--- src/rtl/ahb_lite_manager.sv ---
// rtl/ahb_lite_manager.sv - single-transfer AHB-Lite manager with pipelined address and data phases
module ahb_lite_manager #(
  parameter int ADDR_WIDTH = 4,
  parameter int DATA_WIDTH = 32
) (
  input  logic                  clk,
  input  logic                  n_rst,
  input  logic                  req_valid,
  output logic                  req_ready,
  input  logic                  req_write,
  input  logic [ADDR_WIDTH-1:0] req_addr,
  input  logic [1:0]            req_size,
  input  logic [DATA_WIDTH-1:0] req_wdata,
  output logic                  rsp_valid,
  output logic [DATA_WIDTH-1:0] rsp_rdata,
  output logic                  rsp_error,
  output logic                  busy,
  output logic                  hsel,
  output logic [ADDR_WIDTH-1:0] haddr,
  output logic [1:0]            htrans,
  output logic [2:0]            hsize,
  output logic                  hwrite,
  output logic [DATA_WIDTH-1:0] hwdata,
  output logic [2:0]            hburst,
  input  logic [DATA_WIDTH-1:0] hrdata,
  input  logic                  hresp,
  input  logic                  hready
);

  // Address-phase stage
  logic                  r_ap_valid;
  logic [ADDR_WIDTH-1:0] r_ap_addr;
  logic                  r_ap_write;
  logic [1:0]            r_ap_size;
  logic [DATA_WIDTH-1:0] r_ap_wdata;

  // Data-phase stage; r_hwdata drives the bus directly
  logic                  r_dp_valid;
  logic                  r_dp_write;
  logic [DATA_WIDTH-1:0] r_hwdata;

  // Response registers
  logic                  r_rsp_valid;
  logic [DATA_WIDTH-1:0] r_rsp_rdata;
  logic                  r_rsp_error;

  logic [1:0]            w_size_clamped;
  logic                  w_complete;

  // Size 3 (doubleword) is not supported on this bus width; fold it to word.
  assign w_size_clamped = (req_size == 2'd3) ? 2'd2 : req_size;
  assign w_complete     = hready && r_dp_valid;

  assign req_ready = hready;
  assign busy      = r_ap_valid || r_dp_valid;
  assign hsel      = r_ap_valid;
  assign htrans    = r_ap_valid ? 2'b10 : 2'b00;
  assign haddr     = r_ap_addr;
  assign hwrite    = r_ap_write;
  assign hsize     = {1'b0, r_ap_size};
  assign hwdata    = r_hwdata;
  assign hburst    = 3'b000;
  assign rsp_valid = r_rsp_valid;
  assign rsp_rdata = r_rsp_rdata;
  assign rsp_error = r_rsp_error;

  // Advance the AP->DP pipeline on every ready edge; hold everything during wait states.
  always_ff @(posedge clk or negedge n_rst) begin
    if (!n_rst) begin
      r_ap_valid <= 1'b0;
      r_ap_addr  <= '0;
      r_ap_write <= 1'b0;
      r_ap_size  <= 2'd0;
      r_ap_wdata <= '0;
      r_dp_valid <= 1'b0;
      r_dp_write <= 1'b0;
      r_hwdata   <= '0;
    end else if (hready) begin
      r_dp_valid <= r_ap_valid;
      r_dp_write <= r_ap_write;
      r_hwdata   <= (r_ap_valid && r_ap_write) ? r_ap_wdata : '0;
      r_ap_valid <= req_valid;
      if (req_valid) begin
        r_ap_addr  <= req_addr;
        r_ap_write <= req_write;
        r_ap_size  <= w_size_clamped;
        r_ap_wdata <= req_wdata;
      end
    end
  end

  // Capture the subordinate's response when a data phase completes.
  always_ff @(posedge clk or negedge n_rst) begin
    if (!n_rst) begin
      r_rsp_valid <= 1'b0;
      r_rsp_rdata <= '0;
      r_rsp_error <= 1'b0;
    end else begin
      r_rsp_valid <= w_complete;
      if (w_complete) begin
        r_rsp_error <= hresp;
        r_rsp_rdata <= (!r_dp_write && !hresp) ? hrdata : '0;
      end
    end
  end

endmodule

--- config.mk ---
export PLATFORM = sky130hd
export DESIGN_NAME = ahb_lite_manager
export DESIGN_NICKNAME = d
export VERILOG_FILES = /design/src/rtl/ahb_lite_manager.sv
export SDC_FILE = /design/constraint.sdc
export NUM_CORES = 1
export LEC_CHECK = 0
export BUFFER_PORTS_ARGS = -buffer_cell sky130_fd_sc_hd__buf_4
export CAP_MARGIN = 20
export CORE_UTILIZATION = 40
export CTS_BUF_LIST = sky130_fd_sc_hd__clkbuf_4 sky130_fd_sc_hd__clkbuf_8
export CTS_CLUSTER_DIAMETER = 30
export CTS_CLUSTER_SIZE = 28
export DETAILED_ROUTE_END_ITERATION = 10
export PLACE_DENSITY = 0.67
export SLEW_MARGIN = 20
export SYNTH_ARGS = -nofsm -noshare
export SYNTH_HDL_FRONTEND = slang
export SYNTH_SLANG_ARGS = --single-unit
--- constraint.sdc ---
create_clock -name clk -period 1.6 [get_ports clk]
set_clock_uncertainty 0.05 [all_clocks]
set_input_delay 0.32 -clock clk [delete_from_list [all_inputs] [get_ports clk]]
set_output_delay 0.32 -clock clk [all_outputs]
set_load 0.1 [all_outputs]
---- Word-level counts from Yosys, hierarchy flattened ----
Index checks and enable logic that the tools add are counted.
word-level totals
  bits in registers ....................... 108
  input port bits ......................... 76
  output and inout port bits .............. 82
  word-level logic and storage cells ...... 23
operators by class
  eq/ne operators ......................... 1
  mux-type cells .......................... 4
  reduce and logical (&&, ||, !) cells .... 7
operators by type and width
  cell                count
  $mux 32             2
  $mux 2              2
  $logic_and 1x1->1   3
  $eq 2x2->1 const B  1
  $logic_not 1->1     2
  $reduce_and 2->1    1
  $logic_or 1x1->1    1

---- Depth between registers and ports, before layout ----
  word-level depth ........................ 3
  mapped depth ............................ 5

---- Worst setup path after synthesis ----
No wires, ideal clock.
  path type ............................... reg2out
  start point ............................. reg r_ap_valid, in the netlist hsel
  end point ............................... out busy
  arrival ................................. 1.532 ns
  path slack .............................. -0.302 ns
  stages on the path, launching flop included .. 2
  path through ............................ dfrtp_1 > or2_2
between the ends
  longest elaborated chain between the ends .. 1
ends and longest elaborated chain
  what                    RTL line  text
  start, declared         31        logic r_ap_valid;
  start signal, assigned  82        r_ap_valid <= req_valid;
  $logic_or 1x1->1        55        assign busy = r_ap_valid || r_dp_valid;
  end, declared           17        output logic busy,
Every way passes these cells.

---- Worst setup path in the final report ----
  start point ............................. reg r_dp_valid
  end point ............................... out busy
between the ends
  longest elaborated chain between the ends .. 1
ends and longest elaborated chain
  what                    RTL line  text
  start, declared         38        logic r_dp_valid;
  start signal, assigned  79        r_dp_valid <= r_ap_valid;
  $logic_or 1x1->1        55
Every way passes these cells.

==> flow_summary.toml <==
[route]
drc = 0
dr_wl_met2_um = 4490
avgViaCountPerCell = 4.81
vias = 2918
dr.pass1.iters = 4
postRouteAntennaNets = 0
drt_iter0_markers = 146
wl_met3_um = 473
highest_layer = "met4"
wl_met1_um = 3800
wl_per_cell_um = 14.7
routed_wl_um = 8910

[worst_setup_path]
worst_ep_arrival_time_ps = 1180
worstSetupPathType = "reg -> out"
worstSetupStartpointType = "flop"
worstPathRequired_ps = 1230
cp-end-kind = "output port"
critPathMaxFanout = 2

[global_route]
antenna_found_initial = 0
track_usage = 0.176
grt_pass1_wl_um = 14900
grt-ovfl-total = 0
grt_start_max_net_pins = 49
grt_pass1_vias = 2871

[clock_tree]
clkLatencyLatePin_ps = 360
cts_tree = "yes"
htree_levels = 3
clk_pin_slew_worst_paths_ps = 100
cts_inserted_buffers = 9
clock_sinks = 108
root_buffer = "clkbuf_8"
cts_max_path_buffers = 2

[floorplan]
die-area_um2 = 10700
die_h_um = 104
fp.coreArea_um2 = 9860
rows = 36
floorplan.initialDensity = 0.418
die_w_um = 104
pin_count = 158

[power_and_ir_drop]
seqPwrFrac = 0.418
internal-power_mw = 4.49
switching_power_mw = 3.36
total_power_mw = 7.85
leakage_nw = 2.81
power_density_nw_per_um2 = 1390
clkPwrFrac = 0.201
sw_frac_of_total = 0.428
ir_drop_v = 0.000599
combPwrFrac = 0.381

[synth]
synth_top_area_share = 0.656
ys_ff_latch = 108
yosys.area.top_type = "dfrtp_1"
synth-seq-area-share = 0.656
syn_avg_cell_area_um2 = 13.0
yosysWarningCount = 0
synth_commonest_cells = "dfrtp_1, mux2_1, nand2_1"
synth_most_common_cell = "dfrtp_1"
syn_inst = 317
ys_types = 17
synth_area_leaders = "dfrtp_1, mux2_1, a22o_1"
synth_edf_count = 0
ys_async_sr_fraction = 1.00
synthFlopType = "dfrtp_1"
netlist_area_um2 = 4120

[placed_design]
dp.cells = 588
gp_congestion = 0.771
place_ws_ps = 259
placed_area_um2 = 5430
dp_hpwl_um = 6240
port_buffers = 152

[timing]
hold_viol = 0
worst_slack_ps = 48.5
slew_violations = 0
fin_crit_ps = 1550
fin_crit_sh = 0.970
tns_ps = 0
rsz0062_at_grt = "false"
max_freq_ghz = 0.645
timing.hold.ws_ps = 108
setup_viol = 0

[job]
maxCapViolations = 0

[min_path]
hp-class = "in -> reg"

[cells_and_area]
final_util = 0.574
nets = 545
fillers = 870
multi_input_area_um2 = 1150
stdcell_count = 607
areaGrowthSynthToFinish_pct = 37.4
final-seq-area_um2 = 2710
antenna_cells = 0
fin_area_um2 = 5670
drive_above_1_share = 0.397

[status]
run_status = "complete, no violations"
[cells by family (layout without fill, tap and decap cells)]
logic type,count (synthesis),after routing,synth area share
AO/OA/AOI/OAI,65,65,0.118
buffers and inverters,63,216,0.0737
flip-flops,108,108,0.656
multiplexers,42,42,0.115
other,1,5,0.000910
AND/OR/NAND/NOR,38,38,0.0373
[timing repair]
item	4_1_cts	5_1_grt
pin swaps	0	1
setup buffers	2	0
hold endpoints to repair	25	0
hold buffers	1	0
resized for setup	4	0
setup endpoints to repair	1	1
[state kept, by name (all words and copies together), names as in the netlist]
signal / flops
r_ap_size: 2
r_dp_write: 1
rsp_rdata: 32
haddr: 4
rsp_error: 1
hwdata: 32
hsel: 1
r_ap_wdata: 32
rsp_valid: 1
hwrite: 1
r_dp_valid: 1
[final timing paths]
| check | endpoint | startpoint | cells after the start | slack (ps) |
|---|---|---|---|---|
| hold / removal | r_ap_wdata[29]$_DFFE_PN0P_ | req_wdata[29] | 2 | 110 |
| min in group asynchronous | rsp_rdata[17]$_DFFE_PN0P_ | n_rst | 2 | 380 |
| max in group asynchronous | hwdata[14]$_DFFE_PN0P_ | n_rst | 3 | 560 |
| setup / recovery | busy | r_dp_valid$_DFFE_PN0P_ | 2 | 50 |
| hold reg to reg | r_ap_wdata[22]$_DFFE_PN0P_ | r_ap_wdata[22]$_DFFE_PN0P_ | 1 | 450 |
| setup reg to reg | rsp_error$_DFFE_PN0P_ | r_dp_valid$_DFFE_PN0P_ | 4 | 250 |
[cells in the final DEF (no fill, tap or decap)]
master,n
o21ai_1,1
inv_6,1
nor2b_1,1
o22ai_1,32
a22o_1,32
buf_4,159
nor4bb_4,1
nand2_1,34
conb_1,5
nand2_2,1
or2_4,1
mux2_2,2
dfrtp_2,2
inv_1,34
dfrtp_1,106
clkinv_4,1
mux2_1,40
clkbuf_4,1
clkbuf_8,11
clkinvlp_4,2
dlygate4sd3_1,1
buf_12,6
[power by group through the flow]
| stage | Sequential [mW] | Clock (mW) | Combinational (mW) |
|---|---|---|---|
| finish | 3.28 | 1.58 | 2.99 |
| floorplan | 4.99 | 0 | 0.564 |
| global route | 3.33 | 1.76 | 3.10 |
| detailed placement | 3.34 | 0 | 2.99 |
| CTS | 3.28 | 1.65 | 3.02 |
| global placement | 3.33 | 0 | 2.96 |
[area by class of cell]
type | instances | area share
clock buffers | 12 | 0.0280
clock inverters | 4 | 0.00574
inverters | 34 | 0.0225
multi-input cells | 150 | 0.203
flip-flops and latches | 108 | 0.477
well taps | 133 | 0.0294
repair buffers | 166 | 0.234
[metal layers]
| layer | GRT usage | up-vias |
|---|---|---|
| met1 | 0.223 | 1434 |
| li1 | - | 1375 |
| met5 | 0 | - |
| met3 | 0.0503 | 11 |
| met2 | 0.291 | 98 |
| met4 | 0.0528 | 0 |
[worst max-delay path, cell delays in order, from the launching register on]
cell and delay, ps:
dfrtp_1 390, or2_4 260, buf_12 160
(Power assumes the default switching activity.)
